File: config.mk
export PLATFORM = sky130hd
export DESIGN_NAME = bt_uart_receiver
export DESIGN_NICKNAME = d
export VERILOG_FILES = /design/src/rtl/bt_uart_receiver.sv
export SDC_FILE = /design/constraint.sdc
export NUM_CORES = 1
export LEC_CHECK = 0
export CORE_MARGIN = 2
export CORE_UTILIZATION = 59
export DETAILED_ROUTE_END_ITERATION = 16
export PLACE_DENSITY = 0.84
export SYNTH_ARGS = -nofsm -noshare
export SYNTH_HDL_FRONTEND = slang
export SYNTH_SLANG_ARGS = --single-unit
export TNS_END_PERCENT = 5
File: constraint.sdc
create_clock -name clock -period 5.3 [get_ports clock]
set_clock_uncertainty 0.05 [all_clocks]
set_input_delay 0.53 -clock clock [delete_from_list [all_inputs] [get_ports clock]]
set_output_delay 0.53 -clock clock [all_outputs]
set_load 0.1 [all_outputs]
File: src/rtl/bt_uart_receiver.sv
`default_nettype none
// ============================================================================
//  Module   : bt_uart_receiver
//  Purpose  : 8N1 UART receiver for the Bluetooth link, with a one-byte
//             holding register, framing/overrun pulses and an error counter.
//  Revision : 1.0
// ============================================================================
module bt_uart_receiver #(
    parameter int CLKS_PER_BIT = 434
) (
    input  logic       clock,
    input  logic       resetn,
    input  logic       fpga_rxd,
    input  logic       rx_enable,
    input  logic       rx_ready,
    output logic [7:0] rx_data,
    output logic       rx_valid,
    output logic       framing_error,
    output logic       overrun,
    output logic [7:0] err_count,
    output logic       busy
);

    localparam int                 c_CNT_W     = $clog2(CLKS_PER_BIT);
    localparam logic [c_CNT_W-1:0] c_BIT_LAST  = c_CNT_W'(CLKS_PER_BIT - 1);
    localparam logic [c_CNT_W-1:0] c_HALF_LAST = c_CNT_W'(CLKS_PER_BIT / 2 - 1);

    typedef enum logic [2:0] {
        S_IDLE      = 3'd0,
        S_START     = 3'd1,
        S_DATA      = 3'd2,
        S_STOP      = 3'd3,
        S_WAIT_IDLE = 3'd4
    } state_t;

    state_t             r_state;
    state_t             w_nextState;
    logic               r_sync1;
    logic               r_rxdS;
    logic [1:0]         r_warm;
    logic               r_lineArmed;
    logic [c_CNT_W-1:0] r_clkCount;
    logic [2:0]         r_bitIdx;
    logic [7:0]         r_shift;
    logic               w_clearCount;
    logic               w_shiftIn;
    logic               w_loadByte;
    logic               w_frameErr;
    logic               w_overrun;

    always_ff @(posedge clock or negedge resetn) begin
        if (!resetn) begin
            r_sync1 <= 1'b1;
            r_rxdS  <= 1'b1;
        end else begin
            r_sync1 <= fpga_rxd;
            r_rxdS  <= r_sync1;
        end
    end

    // The synchronizer resets to 1, so its output is only trusted once real
    // line samples have propagated through; a line low at reset release must
    // be seen high before a start bit is accepted.
    always_ff @(posedge clock or negedge resetn) begin
        if (!resetn) begin
            r_warm      <= 2'b00;
            r_lineArmed <= 1'b0;
        end else begin
            r_warm <= {r_warm[0], 1'b1};
            if (r_warm[1] && r_rxdS) begin
                r_lineArmed <= 1'b1;
            end
        end
    end

    always_ff @(posedge clock or negedge resetn) begin
        if (!resetn) begin
            r_state <= S_IDLE;
        end else begin
            r_state <= w_nextState;
        end
    end

    always_comb begin
        w_nextState  = r_state;
        w_clearCount = 1'b0;
        w_shiftIn    = 1'b0;
        w_loadByte   = 1'b0;
        w_frameErr   = 1'b0;
        w_overrun    = 1'b0;
        case (r_state)
            S_IDLE: begin
                if (!r_rxdS && rx_enable && r_lineArmed) begin
                    w_nextState  = S_START;
                    w_clearCount = 1'b1;
                end
            end
            S_START: begin
                if (r_clkCount == c_HALF_LAST) begin
                    w_clearCount = 1'b1;
                    w_nextState  = r_rxdS ? S_IDLE : S_DATA;
                end
            end
            S_DATA: begin
                if (r_clkCount == c_BIT_LAST) begin
                    w_clearCount = 1'b1;
                    w_shiftIn    = 1'b1;
                    if (r_bitIdx == 3'd7) begin
                        w_nextState = S_STOP;
                    end
                end
            end
            S_STOP: begin
                if (r_clkCount == c_BIT_LAST) begin
                    w_clearCount = 1'b1;
                    if (r_rxdS) begin
                        // Holding register is free if empty or drained this cycle
                        if (!rx_valid || rx_ready) begin
                            w_loadByte = 1'b1;
                        end else begin
                            w_overrun = 1'b1;
                        end
                        w_nextState = S_IDLE;
                    end else begin
                        w_frameErr  = 1'b1;
                        w_nextState = S_WAIT_IDLE;
                    end
                end
            end
            S_WAIT_IDLE: begin
                if (r_rxdS) begin
                    w_nextState = S_IDLE;
                end
            end
            default: begin
                w_nextState = S_IDLE;
            end
        endcase
    end

    always_ff @(posedge clock or negedge resetn) begin
        if (!resetn) begin
            r_clkCount <= '0;
            r_bitIdx   <= 3'd0;
            r_shift    <= 8'h00;
        end else begin
            if (w_clearCount || r_state == S_IDLE || r_state == S_WAIT_IDLE) begin
                r_clkCount <= '0;
            end else begin
                r_clkCount <= r_clkCount + 1'b1;
            end
            if (r_state == S_IDLE) begin
                r_bitIdx <= 3'd0;
            end else if (w_shiftIn) begin
                r_bitIdx <= r_bitIdx + 3'd1;
            end
            if (w_shiftIn) begin
                r_shift <= {r_rxdS, r_shift[7:1]};
            end
        end
    end

    always_ff @(posedge clock or negedge resetn) begin
        if (!resetn) begin
            rx_data       <= 8'h00;
            rx_valid      <= 1'b0;
            framing_error <= 1'b0;
            overrun       <= 1'b0;
            err_count     <= 8'h00;
        end else begin
            framing_error <= w_frameErr;
            overrun       <= w_overrun;
            if (w_loadByte) begin
                rx_data  <= r_shift;
                rx_valid <= 1'b1;
            end else if (rx_valid && rx_ready) begin
                rx_valid <= 1'b0;
            end
            if ((w_frameErr || w_overrun) && err_count != 8'hFF) begin
                err_count <= err_count + 8'd1;
            end
        end
    end

    assign busy = (r_state != S_IDLE);

endmodule
`default_nettype wire

### Yosys cells after proc, flatten, opt, wreduce, memory -nomap -nowiden

Cells that the tools add are included.

* output and inout bits: 20
* flip-flop bits (word level): 47

* reductions and logical operators: 17
* multiplexer cells: 30
* add/sub/neg operators: 3
* equality and inequality tests: 14

Operators with widths (number)
* $mux W3: 9
* $mux W1: 17
* $pmux W3 S5: 1
* $ne A2 B2 Y1 const B: 6
* $add A9 B1 Y9 const B: 1
* $eq A9 B8 Y1 const B: 1
* $eq A9 B9 Y1 const B: 1
* $mux W9: 1
* $add A8 B1 Y8 const B: 1
* $ne A8 B8 Y1 const B: 1
* $eq A3 B2 Y1 const B: 2
* $eq A3 B3 Y1 const B: 2
* $reduce_and A6 Y1: 1
* $logic_and A1 B1 Y1: 5
* $logic_or A1 B1 Y1: 4
* $reduce_bool A2 Y1: 2
* $add A3 B1 Y3 const B: 1
* $eq A3 B1 Y1 const B: 1
* $logic_not A3 Y1: 1
* $pmux W1 S3: 1
* $reduce_bool A3 Y1: 1
* $logic_not A1 Y1: 2
* $mux W2: 1
* $reduce_or A2 Y1: 1

### Logic depth before layout (Yosys ltp)

Gate-level depths: netlist (run 1).

* word-level depth: 8
* depth in mapped cells: 8
* depth with buffers taken out: 6

### Worst setup path before layout (run 1)

Ideal clock, no wire load.

* kind: register to register
* from: register err_count[2]
* to: register err_count[1]
* data arrival time: 2.055 ns
* path slack: 3.068 ns
* path buffers: 0
* cell stages (with the launch flop): 5
* required time: 5.124 ns
* setup time: 0.126 ns
* cell sequence: dfrtp_1 and4_1 nand4_1 nand3_1 mux2_2

* cells in the longest elaborated chain, start to end: 2

Ends and longest elaborated chain
* start: declaration: line 20 `output logic [7:0] err_count,`
* start signal: assignment: line 180 `err_count <= err_count + 8'd1;`
* $ne A8 B8 Y1: line 179 `if ((w_frameErr || w_overrun) && err_count != 8'hFF) begin`
* $logic_and A1 B1 Y1: line 179

No other way between the ends.
A chain may end at the register's enable or synchronous reset.

### Final worst setup path (run 1)

* from: register r_state[2]
* to: output port busy

* cells in the longest elaborated chain, start to end: 1

Ends and longest elaborated chain
* start: declaration: line 36 `state_t r_state;`
* start signal: assignment: line 80 `r_state <= w_nextState;`
* $reduce_bool A3 Y1: line 185 `assign busy = (r_state != S_IDLE);`
* end: declaration: line 21 `output logic busy`

No other way between the ends.

==> results of run 1 <==
[worst max path at each step]
stage,to,slack (ps)
6_report,busy,2390
5_1_grt,busy,2300
4_1_cts,busy,2380
3_5_place_dp,busy,2790
3_3_place_gp,busy,2850
2_1_floorplan,err_count[1]$_DFFE_PN0P_,3070
[final cells by class]
| type | instances | area [sq um] | share of cell area (%) |
|---|---|---|---|
| Sequential cell | 47 | 1180 | 48.5 |
| Inverter | 9 | 33.8 | 1.39 |
| Tap cell | 46 | 57.6 | 2.37 |
| Clock inverter | 2 | 13.8 | 0.566 |
| Multi-Input combinational cell | 117 | 870 | 35.8 |
| Clock buffer | 6 | 41.3 | 1.70 |
| Timing Repair Buffer | 24 | 235 | 9.68 |
[power by group]
part	total (mW)	leakage, nW	switching, mW	internal [mW]
clock network	0.158	0.0322	0.106	0.0522
registers	0.362	0.620	0.00116	0.361
logic	0.0105	0.439	0.00783	0.00271
total	0.531	1.09	0.115	0.416
[worst register-to-register path, delay by kind of cell (launching register included)]
family / cells / cell delay (ps)
simple gates: 3 / 1030
mux: 1 / 400
buf+inv: 1 / 80
fa+ha+maj: 1 / 170
flops: 1 / 420
[layer usage]
| layer | track usage (%) | wire length [um] | vias up |
|---|---|---|---|
| met3 | 4.46 | 180 | 7 |
| li1 | - | - | 682 |
| met5 | 0 | 0 | - |
| met4 | 9.24 | 62 | 0 |
| met2 | 34.9 | 1920 | 40 |
| met1 | 24.6 | 1520 | 704 |
[cell families after synthesis]
logic type | Yosys count | share of synthesized area (%)
other cells | 1 | 0.178
fa+ha+maj | 6 | 3.57
xor+xnor | 13 | 5.42
buf+inv | 13 | 2.56
simple gates | 64 | 17.3
flops | 47 | 56.1
mux | 17 | 9.11
compound gates | 16 | 5.83
[flip-flops by register name (all words and copies together) (netlist names)]
signal	flops
r_warm	2
overrun	1
r_shift	8
r_rxdS	1
r_sync1	1
r_bitIdx	3
rx_data	8
r_lineArmed	1
framing_error	1
err_count	8
rx_valid	1
r_clkCount	9
r_state	3
[per-stage QoR]
step	hold slack, ps	util [%]	cell area [sq um]	power [mW]	cells
4_1_cts	287	71.7	2430	0.536	251
5_1_grt	324	71.7	2430	0.551	251
2_1_floorplan	184	-	2100	0.370	177
3_5_place_dp	294	70.1	2370	0.380	243
6_report	282	71.7	2430	0.531	251
3_3_place_gp	291	70.1	2370	0.379	243
[synthesized netlist by cell type]
cell type / number
xnor2_1: 11
nor2_2: 1
o21ai_4: 1
and4_1: 2
nor2_1: 15
a21o_1: 1
xor2_1: 2
buf_2: 4
o31a_1: 1
nand4_1: 4
a41oi_1: 1
nand4bb_1: 1
nand3_1: 12
inv_1: 9
dfstp_2: 2
and3_1: 3
nand2b_1: 3
o21ai_0: 6
and4bb_1: 1
a31oi_1: 1
mux2_2: 17
o22ai_1: 1
nand3b_1: 1
and4b_1: 1
nand2_1: 9
a21oi_1: 1
nor3_1: 5
nand4_2: 1
and3b_1: 2
or4b_1: 1
conb_1: 1
o32a_1: 1
or4_4: 1
nand4b_1: 1
dfrtp_1: 45
a2111oi_2: 1
o221ai_1: 1
ha_1: 6
==> impl_metrics.ini, run 1 <==
[placed_design]
place_congestion = 0.857
hpwl_um = 2730
io_buffers = 24
place_ws_ps = 2790

[floorplanning]
die-area_sq_um = 4060
initial_core_util_pct = 62.0
num_rows = 21
dieHeight_um = 63.7
coreArea_sq_um = 3390
die_x_um = 63.7
ios = 25

[yosys]
ys_seq_area_share_pct = 56.1
ys_ff_latch = 47
syn_nets = 188
netlist_area_sq_um = 2100
yosysTopAreaCellShare_pct = 53.6
yosysTopAreaCell = dfrtp_1
synth_warnings = 0
synth_area_leaders = dfrtp_1, mux2_2, xnor2_1
syn-mean-instance-area_sq_um = 11.9
syn_inst = 177
ys_types = 38

[worst_setup_path]
rr_endpoint = rx_data[0]$_DFFE_PN0P_
cp-startpoint = r_state[2]$_DFFE_PN0P_
worstSetupPathType = reg2out
path_delay_family = buffers and inverters
worstPathRequired_ps = 4720
path_max_fanout = 8
max_stage_delay_ps = 1150
startpoint_type = flip-flop
critPathBufInv = 1
cp-end-kind = output port
worst_path_max_delay_cell = clkdlybuf4s50_1
crit_chain = nor2_1, nand2_1, clkdlybuf4s50_1
path_depth = 3
reg2regPathDepth = 6
regToRegStartpoint = r_clkCount[1]$_DFF_PN0_
r2r_slack_ps = 3060
critPathArrivalTime_ps = 2330

[timing]
maxSlewViolCount = 0
finalSetupTns_ps = 0
finalCritPeriodShare_pct = 54.9
worst_pin_slew_ps = 999
rsz0062_at_grt = no
max_clock_freq_mhz = 343
relSlewSlack_pct = 33.4
hold_violations = 0
finalCriticalPeriod_ps = 2910
setup_viol = 0
fin_ws_ps = 2390

[global_route]
antenna_found_initial = 0
grt_pass1_wl_um = 6330
grt-ovfl-total = 0
grt_max_degree = 48
grt_pass1_vias = 1390
grt_usage_pct = 20.4

[clock_tree]
path_clk_slew_ps = 130
htreeDepth = 2
cts_root_buf = clkbuf_4
post_cts_buffers = 0
ctsHoldBuffers = 0
cts_tree = done
cts_buffer_depth = 2
clock-sinks = 47
clk_latency_ps = 350
ctsResizeCount = 0
cts_buffers = 5

[routing]
viasPerCell = 5.71
dr.pass1.iters = 5
ant_nets = 0
drt_iter0_drc = 149
remaining_drc_errors = 0
wl_um = 3680
wire_per_inst_um = 14.6
vias = 1433

[power_and_ir_drop]
power_density_nw_per_um2 = 218
p_leak_nw = 1.09
peakVddDrop_v = 0.000139

[final_layout]
final_common_cell = dfrtp_1
n_fill_cell = 222
final_cell_mix = dfrtp_1, clkdlybuf4s50_1, mux2_2
nets = 215
diodes = 0
syn2layout_area_growth_pct = 15.6
drive_gt1_share_pct = 15.6

[worst_hold_path]
min_path_type = in2async

[run]
maxCapViolations = 0

[run_status]
status = complete, no violations
(Power assumes the default switching activity.)
==> run 2, diff against run 1 <==
Settings changed: CORE_UTILIZATION 59 to 55, PLACE_DENSITY 0.84 to 0.79.
Clock period 5.3 ns to 2.9 ns, I/O delays scaled along.
==> impl_metrics.ini, run 2 (synthesis results as in run 1) <==
[placed_design]
place_ws_ps = 799
io_buffers = 24
hpwl_um = 2680
place_congestion = 0.811

[clock_tree]
post_cts_buffers = 0
htreeDepth = 2
clk_latency_ps = 290
ctsResizeCount = 0
cts_tree = done
cts_root_buf = clkbuf_8
cts_buffers = 5
cts_buffer_depth = 2
clock-sinks = 47
ctsHoldBuffers = 0
path_clk_slew_ps = 80

[floorplanning]
ios = 25
die-area_sq_um = 4330
coreArea_sq_um = 3660
initial_core_util_pct = 57.4
die_x_um = 65.8
num_rows = 22
dieHeight_um = 65.8

[power_and_ir_drop]
p_comb_share_pct = 1.7
power_density_nw_per_um2 = 469
p_switching_mw = 0.220
peakVddDrop_v = 0.000362
netSwitchingFraction_pct = 19.3
power_frac_seq_pct = 57.9
power.internal_mw = 0.922
p_leak_nw = 1.15
fin_total_pwr_mw = 1.14
pwr-share-clk_pct = 40.5

[worst_hold_path]
min_path_type = in2async

[global_route]
antenna_found_initial = 0
grt_max_degree = 48
grt-ovfl-total = 0
gr-usage-met2_pct = 33.7
grt_pass1_vias = 1345
grt-busiest-layer = met2
gr-usage-met1_pct = 24.4
grt_pass1_wl_um = 6330
grt_usage_pct = 19.5
met3_usage_pct = 4.60

[routing]
drt_iter0_drc = 126
remaining_drc_errors = 0
wire_per_inst_um = 14.5
wl_um = 3670
ant_nets = 0
dr.pass1.iters = 4
viasPerCell = 5.57
vias = 1410

[timing]
max_clock_freq_mhz = 477
relSlewSlack_pct = 33.0
finalCriticalPeriod_ps = 2100
hold_violations = 0
finalCritPeriodShare_pct = 72.4
maxSlewViolCount = 0
setup_viol = 0
rsz0062_at_grt = no
fin_ws_ps = 802
finalSetupTns_ps = 0
worst_hold_slack_ps = 108
worst_pin_slew_ps = 1000

[final_layout]
final_cell_mix = dfrtp_1, buf_4, mux2_2
syn2layout_area_growth_pct = 15.8
drive_gt1_share_pct = 24.9
final_core_util_pct = 66.5
top_register = r_clkCount
final_common_cell = dfrtp_1
multi_input_area_sq_um = 870
nets = 215
diodes = 0
largest_reg_flops = 9
seq_area_sq_um = 1180
n_fill_cell = 279

[worst_setup_path]
worstSetupPathType = reg2reg
reg2regPathDepth = 6
regToRegStartpoint = r_clkCount[1]$_DFF_PN0_
startpoint_type = flip-flop
critPathArrivalTime_ps = 2230
worstPathRequired_ps = 3030
max_stage_delay_ps = 410
cp-end-kind = flip-flop
worst_path_max_delay_cell = dfrtp_1
path_max_fanout = 8
r2r_slack_ps = 800
rr_endpoint = rx_data[1]$_DFFE_PN0P_
crit_chain = inv_1, ha_1, and4b_1, nand3_1, nor2_2, mux2_2

[run]
maxCapViolations = 0

[run_status]
status = complete, no violations
## run 2: cell types whose count changed in the layout (fill, tap and decap cells not counted), moves of 5 or more
cell,before,now
clkbuf_4,5,0
clkbuf_8,0,5
clkdlybuf4s50_1,23,3
buf_4,0,20
## run 2: worst max path at each step
stage	start	to	slack, ps	depth (start not counted)
finish	r_clkCount[1]$_DFF_PN0_	rx_data[1]$_DFFE_PN0P_	800	6
global route	r_clkCount[1]$_DFF_PN0_	rx_data[5]$_DFFE_PN0P_	600	6
CTS	r_clkCount[1]$_DFF_PN0_	rx_data[1]$_DFFE_PN0P_	790	6
detailed placement	r_clkCount[1]$_DFF_PN0_	rx_data[1]$_DFFE_PN0P_	800	6
global placement	rx_ready	err_count[7]$_DFFE_PN0P_	860	5
floorplan	err_count[2]$_DFFE_PN0P_	err_count[1]$_DFFE_PN0P_	670	4
## run 2: final cells by class
type / instances / area share [%]
Sequential cell: 47 / 48.4
Timing Repair Buffer: 24 / 7.61
Clock inverter: 1 / 1.23
Multi-Input combinational cell: 117 / 35.7
Inverter: 9 / 1.39
Tap cell: 48 / 2.47
Clock buffer: 7 / 3.14
## run 2: metrics by stage
stage | cells | cell area (sq um)
floorplan | 177 | 2100
global placement | 245 | 2330
detailed placement | 245 | 2330
CTS | 253 | 2430
global route | 253 | 2430
finish | 253 | 2430
## run 2: worst max-delay path, delay by kind of cell (launching register included)
kind                     cells  cell delay (ps)
adder cells (fa/ha/maj)      1              170
buffers and inverters        1               90
flip-flops                   1              410
multiplexers                 1              390
AND/OR/NAND/NOR              3              890
## run 2: layer usage
metal  routed length, um  part of all wire [%]
met1                1570                    43
met2                1910                    52
met3                 152                   4.1
met4                  38                   1.0
met5                   0                     0
## run 2: power groups by stage
| stage | combinational [mW] | clock (mW) | sequential, mW |
|---|---|---|---|
| final | 0.0191 | 0.462 | 0.661 |
| after global routing | 0.0225 | 0.503 | 0.661 |
| after CTS | 0.0201 | 0.471 | 0.661 |
| after detailed placement | 0.0201 | 0 | 0.674 |
| after global placement | 0.0191 | 0 | 0.674 |
| after floorplan | 0.00222 | 0 | 0.673 |
==> run 3, diff against run 2 <==
Settings changed: CORE_UTILIZATION 55 to 49, PLACE_DENSITY 0.79 to 0.74.
Clock period 2.9 ns to 1.8 ns, I/O delays scaled along.
==> impl_metrics.ini, run 3 (synthesis results as in run 1) <==
[global_route]
antenna_found_initial = 0
gr-usage-met2_pct = 29.9
grt-ovfl-total = 0
grt_pass1_wl_um = 6730
grt_pass1_vias = 1480
grt_usage_pct = 17.7
met3_usage_pct = 3.49
grt-busiest-layer = met2
grt_max_degree = 20
gr-usage-met1_pct = 21.7

[power_and_ir_drop]
pwr-share-clk_pct = 41.4
p_switching_mw = 0.386
power_frac_seq_pct = 56.6
power_density_nw_per_um2 = 694
p_leak_nw = 1.26
p_comb_share_pct = 2.0
peakVddDrop_v = 0.000332
netSwitchingFraction_pct = 20.5
power.internal_mw = 1.49

[final_layout]
final_cell_mix = dfrtp_1, buf_4, mux2_2
top_register = r_clkCount
syn2layout_area_growth_pct = 28.9
final_core_util_pct = 66.8
largest_reg_flops = 9
design_area_sq_um = 2710
diodes = 0
nets = 236
drive_gt1_share_pct = 38.5

[worst_setup_path]
worst_path_max_delay_cell = or4b_4
crit_chain = inv_2, ha_1, or4b_4, or4_4, o21ai_4, nor2_1
rr_endpoint = r_clkCount[6]$_DFF_PN0_
r2r_slack_ps = -180
reg2regPathDepth = 6
critPathArrivalTime_ps = 2110
path_depth = 6
worstSetupPathType = reg2reg
startpoint_type = flip-flop
cp-startpoint = r_clkCount[1]$_DFF_PN0_
path_delay_family = simple AND/OR/NAND/NOR gates
critPathBufInv = 1
regToRegStartpoint = r_clkCount[1]$_DFF_PN0_
endpoint = r_clkCount[6]$_DFF_PN0_
path_max_fanout = 7
worstPathRequired_ps = 1930
max_stage_delay_ps = 460
cp-end-kind = flip-flop

[routing]
vias = 1492
ant_nets = 0
wire_per_inst_um = 14.6
dr.pass1.iters = 4
drt_iter0_drc = 133
wl_um = 4030
remaining_drc_errors = 0
viasPerCell = 5.41

[timing]
finalCriticalPeriod_ps = 1980
max_clock_freq_mhz = 506
hold_violations = 0
setup_viol = 7
finalSetupTns_ps = -1170
finalCritPeriodShare_pct = 110
maxSlewViolCount = 0
fin_ws_ps = -176
rsz0062_at_grt = yes

[floorplanning]
die-area_sq_um = 4830
die_x_um = 69.5
ios = 25
num_rows = 23
dieHeight_um = 69.5
initial_core_util_pct = 51.8
coreArea_sq_um = 4060

[clock_tree]
cts_buffers = 5
cts_tree = done
cts_buffer_depth = 2
clk_latency_ps = 300
htreeDepth = 2
clock-sinks = 47
path_clk_slew_ps = 90
cts_root_buf = clkbuf_8

[run_status]
status = complete, but fails checks
violations = setup timing

[run]
maxCapViolations = 0

[placed_design]
placed_area_sq_um = 2540
place_congestion = 0.860
hpwl_um = 3030
io_buffers = 24

[worst_hold_path]
min_path_type = in2reg
run 3: power groups by stage:
stage	Combinational, mW	Clock (mW)	Sequential [mW]
2_1_floorplan	0.00357	0	1.08
3_3_place_gp	0.0347	0	1.09
3_5_place_dp	0.0361	0	1.09
4_1_cts	0.0378	0.797	1.06
5_1_grt	0.0430	0.849	1.07
6_report	0.0370	0.778	1.06
run 3: cell type report:
cell class	instances	area, sq um
fillers	303	1350
multi-input cells	117	910
inverters	9	33.8
clock inverters	3	47.5
clock buffers	5	68.8
well taps	50	62.6
repair buffers	45	395
flip-flops and latches	47	1190
run 3: worst reg2reg max path, cell delays in order, from the launching register on:
cell     delay [ps]
dfrtp_1         400
inv_2            60
ha_1            130
or4b_4          460
or4_4           440
o21ai_4         250
nor2_1           80
run 3: layer usage:
layer  routed length (um)  part of all wire, %
met1                 1730                   43
met2                 2070                   51
met3                  152                  3.8
met4                   85                  2.1
met5                    0                    0
run 3: how the worst min path moves through the flow:
| stage | startpoint | endpoint | slack (ps) | cells past startpoint |
|---|---|---|---|---|
| 4_1_cts | fpga_rxd | r_sync1$_DFF_PN1_ | 230 | 1 |
| 6_report | fpga_rxd | r_sync1$_DFF_PN1_ | 230 | 1 |
| 3_3_place_gp | resetn | err_count[6]$_DFFE_PN0P_ | 80 | 1 |
| 2_1_floorplan | resetn | err_count[0]$_DFFE_PN0P_ | -170 | 0 |
| 5_1_grt | fpga_rxd | r_sync1$_DFF_PN1_ | 240 | 1 |
| 3_5_place_dp | resetn | err_count[6]$_DFFE_PN0P_ | 90 | 1 |
run 3: stage by stage:
| step | setup slack, ps | total power [mW] | cells | hold WS [ps] |
|---|---|---|---|---|
| global placement | -100 | 1.12 | 266 | 80.9 |
| global route | -251 | 1.96 | 276 | 238 |
| finish | -176 | 1.88 | 276 | 233 |
| floorplan | -88.3 | 1.09 | 177 | -166 |
| CTS | -208 | 1.90 | 276 | 229 |
| detailed placement | -196 | 1.12 | 266 | 90.0 |
run 3: repair_timing:
| item | 4_1_cts | 5_1_grt |
|---|---|---|
| hold buffers | 1 | 0 |
| gates resized for setup | 4 | 4 |
| endpoints found under the setup margin | 19 | 22 |
| hold endpoints to repair | 17 | 0 |
| setup buffers | 1 | 0 |
| pin swaps | 4 | 3 |
